===== src/rtl/relay_sequencer.sv =====
// Staged relay power sequencer: pulls relays in one at a time with contact
// confirmation and settle time, drops them in reverse order, and latches timeouts.
`timescale 1ns/1ps

module relay_sequencer #(
    parameter int N     = 4,
    parameter int TMO   = 40,
    parameter int DWELL = 2
) (
    input  logic                 clk,
    input  logic                 rst,
    input  logic                 tick,
    input  logic                 start,
    input  logic                 stop,
    input  logic                 clr,
    input  logic [N-1:0]         c,
    output logic [N-1:0]         e,
    output logic [N-1:0]         ar,
    output logic                 ready,
    output logic                 busy,
    output logic                 fault,
    output logic [$clog2(N)-1:0] stage
);

    localparam int KW   = $clog2(N);
    localparam int CMAX = (TMO > DWELL) ? TMO : DWELL;
    localparam int CW   = $clog2(CMAX + 1);

    localparam logic [KW-1:0] K_LAST  = KW'(N - 1);
    localparam logic [KW-1:0] K_ZERO  = '0;
    localparam logic [KW-1:0] K_ONE   = KW'(1);
    localparam logic [CW-1:0] C_TMO   = CW'(TMO);
    localparam logic [CW-1:0] C_DWELL = CW'(DWELL);
    localparam logic [CW-1:0] C_ONE   = CW'(1);

    typedef enum logic [2:0] {
        S_IDLE,
        S_PULL,
        S_DWELL,
        S_ON,
        S_DROP,
        S_FAULT
    } state_t;

    state_t          state_reg, state_next;
    logic [KW-1:0]   k_reg, k_next;
    logic [CW-1:0]   cnt_reg, cnt_next;
    logic            expire;
    logic            fb;

    // A timeout is the tick that would take the counter from 1 to 0.
    assign expire = tick && (cnt_reg == C_ONE);
    assign fb     = c[k_reg];

    always_ff @(posedge clk or posedge rst) begin
        if (rst) begin
            state_reg <= S_IDLE;
            k_reg     <= '0;
            cnt_reg   <= '0;
        end else begin
            state_reg <= state_next;
            k_reg     <= k_next;
            cnt_reg   <= cnt_next;
        end
    end

    always_comb begin
        state_next = state_reg;
        k_next     = k_reg;
        cnt_next   = (tick && (cnt_reg != '0)) ? (cnt_reg - C_ONE) : cnt_reg;

        case (state_reg)
            S_IDLE: begin
                if (start && !stop) begin
                    state_next = S_PULL;
                    k_next     = K_ZERO;
                    cnt_next   = C_TMO;
                end
            end
            S_PULL: begin
                // Feedback beats a coincident timeout; a real timeout beats stop.
                if (!fb && expire) begin
                    state_next = S_FAULT;
                end else if (stop) begin
                    state_next = S_DROP;
                    cnt_next   = C_TMO;
                end else if (fb) begin
                    state_next = S_DWELL;
                    cnt_next   = C_DWELL;
                end
            end
            S_DWELL: begin
                if (stop) begin
                    state_next = S_DROP;
                    cnt_next   = C_TMO;
                end else if (expire) begin
                    if (k_reg == K_LAST) begin
                        state_next = S_ON;
                    end else begin
                        state_next = S_PULL;
                        k_next     = k_reg + K_ONE;
                        cnt_next   = C_TMO;
                    end
                end
            end
            S_ON: begin
                if (stop) begin
                    state_next = S_DROP;
                    k_next     = K_LAST;
                    cnt_next   = C_TMO;
                end
            end
            S_DROP: begin
                if (!fb) begin
                    if (k_reg == K_ZERO) begin
                        state_next = S_IDLE;
                    end else begin
                        k_next   = k_reg - K_ONE;
                        cnt_next = C_TMO;
                    end
                end else if (expire) begin
                    state_next = S_FAULT;
                end
            end
            S_FAULT: begin
                if (clr) begin
                    state_next = S_IDLE;
                    k_next     = K_ZERO;
                end
            end
            default: begin
                state_next = S_IDLE;
                k_next     = K_ZERO;
                cnt_next   = '0;
            end
        endcase
    end

    assign ready = (state_reg == S_ON);
    assign busy  = (state_reg == S_PULL) || (state_reg == S_DWELL) || (state_reg == S_DROP);
    assign fault = (state_reg == S_FAULT);
    assign stage = busy ? k_reg : '0;

    // Coil k is held through PULL/DWELL at k, released first when dropping stage k.
    generate
        for (genvar gi = 0; gi < N; gi++) begin : g_coil
            localparam logic [KW-1:0] GI = KW'(gi);
            assign e[gi]  = (state_reg == S_ON)
                         || (((state_reg == S_PULL) || (state_reg == S_DWELL)) && (GI <= k_reg))
                         || ((state_reg == S_DROP) && (GI < k_reg));
            assign ar[gi] = (state_reg == S_FAULT);
        end
    endgenerate

endmodule


===== config.mk =====
export PLATFORM = sky130hd
export DESIGN_NAME = relay_sequencer
export DESIGN_NICKNAME = d
export VERILOG_FILES = /design/src/rtl/relay_sequencer.sv
export SDC_FILE = /design/constraint.sdc
export NUM_CORES = 1
export LEC_CHECK = 0
export CAP_MARGIN = 25
export CORE_MARGIN = 2
export CORE_UTILIZATION = 52
export CTS_CLUSTER_DIAMETER = 60
export CTS_CLUSTER_SIZE = 8
export DETAILED_ROUTE_END_ITERATION = 8
export GPL_ROUTABILITY_DRIVEN = 0
export GPL_TIMING_DRIVEN = 0
export HOLD_SLACK_MARGIN = 0.15
export PLACE_DENSITY = 0.79
export SYNTH_ARGS = -nofsm -noshare
export SYNTH_HDL_FRONTEND = slang
export SYNTH_SLANG_ARGS = --single-unit

===== constraint.sdc =====
create_clock -name clk -period 2.3 [get_ports clk]
set_clock_uncertainty 0.15 [all_clocks]
set_input_delay 0.69 -clock clk [delete_from_list [all_inputs] [get_ports clk]]
set_output_delay 0.69 -clock clk [all_outputs]
set_load 0.03 [all_outputs]

Word-level counts from Yosys, hierarchy flattened
Index checks and enable logic that the tools add are counted.
{"block": "totals", "register_bits": 11, "latchBits": 0, "ram_bits": 0, "romBits": 0, "out_inout_bits": 13, "word_cells": 101, "mem_count": 0}
{"block": "op_classes", "addsub": 3, "multipliers": 0, "div": 0, "n_lt_le_gt_ge": 9, "eq_ne": 19, "shifts": 0, "n_mux": 37, "n_bitwise": 1, "reduce_logical": 29}
{"operator": "6-bit two-way mux", "count": 11}
{"operator": "6-bit case mux with 6 select lines", "count": 1}
{"operator": "3-bit two-way mux", "count": 11}
{"operator": "2-bit two-way mux", "count": 10}
{"operator": "3-bit case mux with 6 select lines", "count": 1}
{"operator": "2-bit != test, second input constant", "count": 8}
{"operator": "1-bit logical AND", "count": 12}
{"operator": "2-bit case mux with 6 select lines", "count": 1}
{"operator": "1-bit logical OR", "count": 10}
{"operator": "3-bit != test, second input constant", "count": 3}
{"operator": "9-bit AND reduction", "count": 1}
{"operator": "7-bit AND reduction", "count": 1}
{"operator": "3-bit by 2-bit == test with 1-bit output, second input constant", "count": 2}
{"operator": "3-bit == test, second input constant", "count": 2}
{"operator": "6-bit by 1-bit == test with 1-bit output, second input constant", "count": 1}
{"operator": "6-bit nonzero test", "count": 1}
{"operator": "6-bit by 1-bit subtractor with 6-bit output, second input constant", "count": 1}
{"operator": "1-bit by 2-bit less-or-equal comparator with 1-bit output, first input constant", "count": 2}
{"operator": "2-bit less-or-equal comparator, first input constant", "count": 2}
{"operator": "1-bit by 2-bit < comparator with 1-bit output, first input constant", "count": 2}
{"operator": "2-bit < comparator, first input constant", "count": 2}
{"operator": "4-bit != test, second input constant", "count": 1}
{"operator": "3-bit by 1-bit == test with 1-bit output, second input constant", "count": 1}
{"operator": "3-bit zero test", "count": 1}
{"operator": "9 further kinds", "count": 10}

Longest topological paths before layout
{"block": "depth", "ltp_word": 7, "depth_mapped": 7, "depth_no_buf": 7}

Worst setup path after synthesis
OpenSTA, ideal clock, no wires.
{"block": "synth_timing", "kind": "register -> output", "from": "register k_reg[0]", "to": "output port e[1]", "t_arrival_ns": 1.768, "setup_slack_ns": -0.308, "stages_incl_launch_ff": 5, "path_buffers": 0, "cell_sequence": "dfrtp_1 inv_1 ha_1 maj3_1 o21ai_0"}
{"block": "synth_via", "elab_chain_cells": 4, "word_cells_on_any_way": 6, "cone_classes": "order compare: 2; reduce/logical: 4"}
{"item": "from (decl)", "line": "46", "source": "logic [KW-1:0] k_reg, k_next;"}
{"item": "from (signal assigned)", "line": "62", "source": "k_reg <= k_next;"}
{"item": "1-bit by 2-bit less-or-equal comparator with 1-bit output", "line": "149", "source": "|| (((state_reg == S_PULL) || (state_reg == S_DWELL)) && (GI <= k_reg))"}
{"item": "1-bit logical AND", "line": "149"}
{"item": "1-bit logical OR", "line": "149"}
{"item": "1-bit logical OR (*)", "line": "150", "source": "|| ((state_reg == S_DROP) && (GI < k_reg));"}
{"item": "to (decl)", "line": "17", "source": "output logic [N-1:0] e,"}
Mark *: on every way between the ends. The rest lies on a longest branch, timed or not.

Worst setup path after layout
{"block": "layout_timing", "from": "register state_reg[2]", "to": "output port e[2]"}
{"block": "layout_via", "elab_chain_cells": 5, "word_cells_on_any_way": 9, "cone_classes": "eq/ne: 4; reduce/logical: 5"}
{"item": "from (decl)", "line": "45", "source": "state_t state_reg, state_next;"}
{"item": "from (signal assigned)", "line": "61", "source": "state_reg <= state_next;"}
{"item": "3-bit by 1-bit == test with 1-bit output / 3-bit by 2-bit == test with 1-bit output (equally long branches)", "line": "149"}
{"item": "1-bit logical OR", "line": "149"}
{"item": "1-bit logical AND", "line": "149"}
{"item": "1-bit logical OR", "line": "149"}
{"item": "1-bit logical OR (*)", "line": "150"}
Marks and branches as above.

==> results_dict.tcl <==
set metrics [dict create \
    r2r_slack_ns 0.03 \
    place_area_sq_um 1534 \
    required_ns 1.46 \
    die_height_um 53.47 \
    synth-edff-count 0 \
    final_area_sq_um 1958 \
    grt_pass1_wl_um 6658 \
    reg2reg_from "cnt_reg[1]" \
    grt_antenna_before_repair 0 \
    period_share 1.054 \
    start_kind "register" \
    synthArstFlopShare 1.000 \
    drt-total-wl_um 4636 \
    synthesis.area_sq_um 1272 \
    io_buffer_count 21 \
    cts_buffer_depth 2 \
    total_power_mw 2.821 \
    syn_inst 155 \
    drc 0 \
    dieWidth_um 53.47 \
    grt_usage 0.3243 \
    crit_arrival_ns 1.58 \
    initial_core_util 0.5644 \
    dieArea_sq_um 2859 \
    cts_max_level 1 \
    grt_pass1_vias 1389 \
    post-route-min-period_ns 2.424 \
    cap_viol_max_count 0 \
    fp-row-count 17 \
    syn_nets 173 \
    cts_hold_buf 0 \
    detail_route.wl_per_cell_um 19.81 \
    finalSetupViolCount 10 \
    pin_count 23 \
    setup_slack_ns -0.1238 \
    finalNetCount 225 \
    drt_pass1_iterations 5 \
    viasPerCell 6.496 \
    cp-end-kind "output port" \
    ir_drop_v 0.001057 \
    cellLeakagePower_nw 0.8472 \
    hpwl_um 2446 \
    clock-sinks 11 \
    syn_avg_cell_area_sq_um 8.209 \
    startpoint "state_reg[2]" \
    drv_slew 0 \
    antennaDiodeCount 0 \
    ys_types 59 \
    synth_ff_type "dfrtp_1" \
    syn2layout_area_growth_pct 53.88 \
    drtIter0Drc 114 \
    ys_seq_area_frac 0.2163 \
    clk_pin_slew_ns 0.07 \
    power_density_nw_per_um2 1441 \
    cts_buffers 3 \
    hp-class "register to register" \
    grt_start_max_net_pins 12 \
    worstPathMaxFanout 10 \
    ant_nets 0 \
    cts-root-buf "clkbuf_4" \
    cts_tree "done" \
    clock_latency_ns 0.29 \
    tightestPinTransition_ns 0.5051 \
    final_layout_size_suffix_gt1_frac 0.4806 \
    status "complete, but fails checks" \
    min_from "cnt_reg[4]" \
    largest_reg_flops 6 \
    violations "setup timing" \
    path_class "register to output port" \
    synth_seq_cells 11 \
    finalHoldViolations 0 \
    relSlewSlack 0.6633 \
    yosys_warnings 0 \
    rsz0062_at_grt "yes" \
    grt_overflow 0 \
    num_vias 1520 \
    max_freq_ghz 0.4126 \
    design.core.area_sq_um 2255 \
]
cells by family after synthesis:
group                    count (synthesis)  synth area share
XOR/XNOR                                 4           0.02754
multiplexers                             7           0.06784
flip-flops                              11            0.2163
AO/OA/AOI/OAI                           45            0.2586
AND/OR/NAND/NOR                         54            0.2429
adder cells (fa/ha/maj)                  9           0.08653
buffers and inverters                   25            0.1003
where the power goes:
part / internal (mW) / switching, mW
Clock: 0.0676 / 0.0750
Combinational: 1.06 / 1.22
Sequential: 0.279 / 0.115
per-stage QoR:
stage          TNS (ns)  hold slack, ns  setup slack, ns    util  cells
6_report        -0.9945          0.4617          -0.1238  0.8685    234
2_1_floorplan   -0.1269          0.3888         -0.08397       -    155
5_1_grt          -1.467          0.4897          -0.1895  0.8685    234
4_1_cts         -0.5151          0.4336          -0.1283  0.7969    228
3_3_place_gp     -12.20          0.4155          -0.6151  0.6804    204
3_5_place_dp     -12.56          0.4255          -0.6581  0.6804    204
worst max-delay path, cell delays in order, from the launching register on:
cell     delay (ns)
dfrtp_1        0.40
buf_4          0.22
nor3b_4        0.32
a22o_1         0.22
buf_6          0.14
timing repair:
item                       in CTS  in global routing
pin swaps                       9                  8
setup buffers                  20                  7
setup endpoints to repair      24                 23
gates cloned                    1                  0
gates resized for setup       119                 38
synth_stat cells, types with 3 or more instances:
cell | count | area share
dfrtp_1 | 11 | 0.22
nand4b_1 | 3 | 0.021
nor2b_1 | 3 | 0.015
o31ai_1 | 4 | 0.024
buf_4 | 4 | 0.024
nand2_1 | 11 | 0.032
nor2_1 | 12 | 0.035
nor3_1 | 5 | 0.020
buf_2 | 3 | 0.012
ha_1 | 8 | 0.079
a21oi_1 | 7 | 0.028
mux2i_1 | 3 | 0.024
inv_1 | 11 | 0.032
o21ai_0 | 9 | 0.035
nand3b_1 | 3 | 0.018
clkbuf_1 | 3 | 0.0088
metal layers:
metal | GRT usage | vias to the layer above | part of all wire
met3 | 0.06780 | 33 | 0.096
met4 | 0.08974 | 0 | 0.041
met5 | 0 | - | 0
met2 | 0.5329 | 101 | 0.47
met1 | 0.4246 | 719 | 0.39
li1 | - | 667 | -
layout by cell type, fill, tap and decap left out, types with 3 or more instances in the layout:
master and n:
buf_4 35, buf_6 13, nor2_1 10, nand2_1 9, dfrtp_1 8, inv_1 6
a21oi_1 6, o21ai_0 5, inv_2 4, nor3_1 4, dlygate4sd2_1 4, o21ai_2 3
nand3b_1 3, o31ai_1 3, nand4b_1 3, o21ai_1 3, mux2i_1 3, ha_4 3
ha_2 3, clkbuf_4 3, clkdlybuf4s50_1 3, dfrtp_2 3
path summary, 6_finish.rpt:
path | cells past startpoint | end
worst max-delay path | 4 | e[2]
worst min-delay path | 2 | cnt_reg[4]
worst max register to register | 8 | cnt_reg[1]
worst min register to register | 2 | cnt_reg[4]
max in group asynchronous | 2 | state_reg[0]
min in group asynchronous | 2 | cnt_reg[4]
layout make-up:
cell class	instances	area, sq um
Sequential cell	11	279.0
Tap cell	28	35.03
Timing Repair Buffer	48	405.4
Fill cell	108	296.5
Inverter	12	50.05
Clock buffer	4	26.28
Multi-Input combinational cell	120	1065
Buffer	11	97.59
Power figures use the tool's default switching activity.
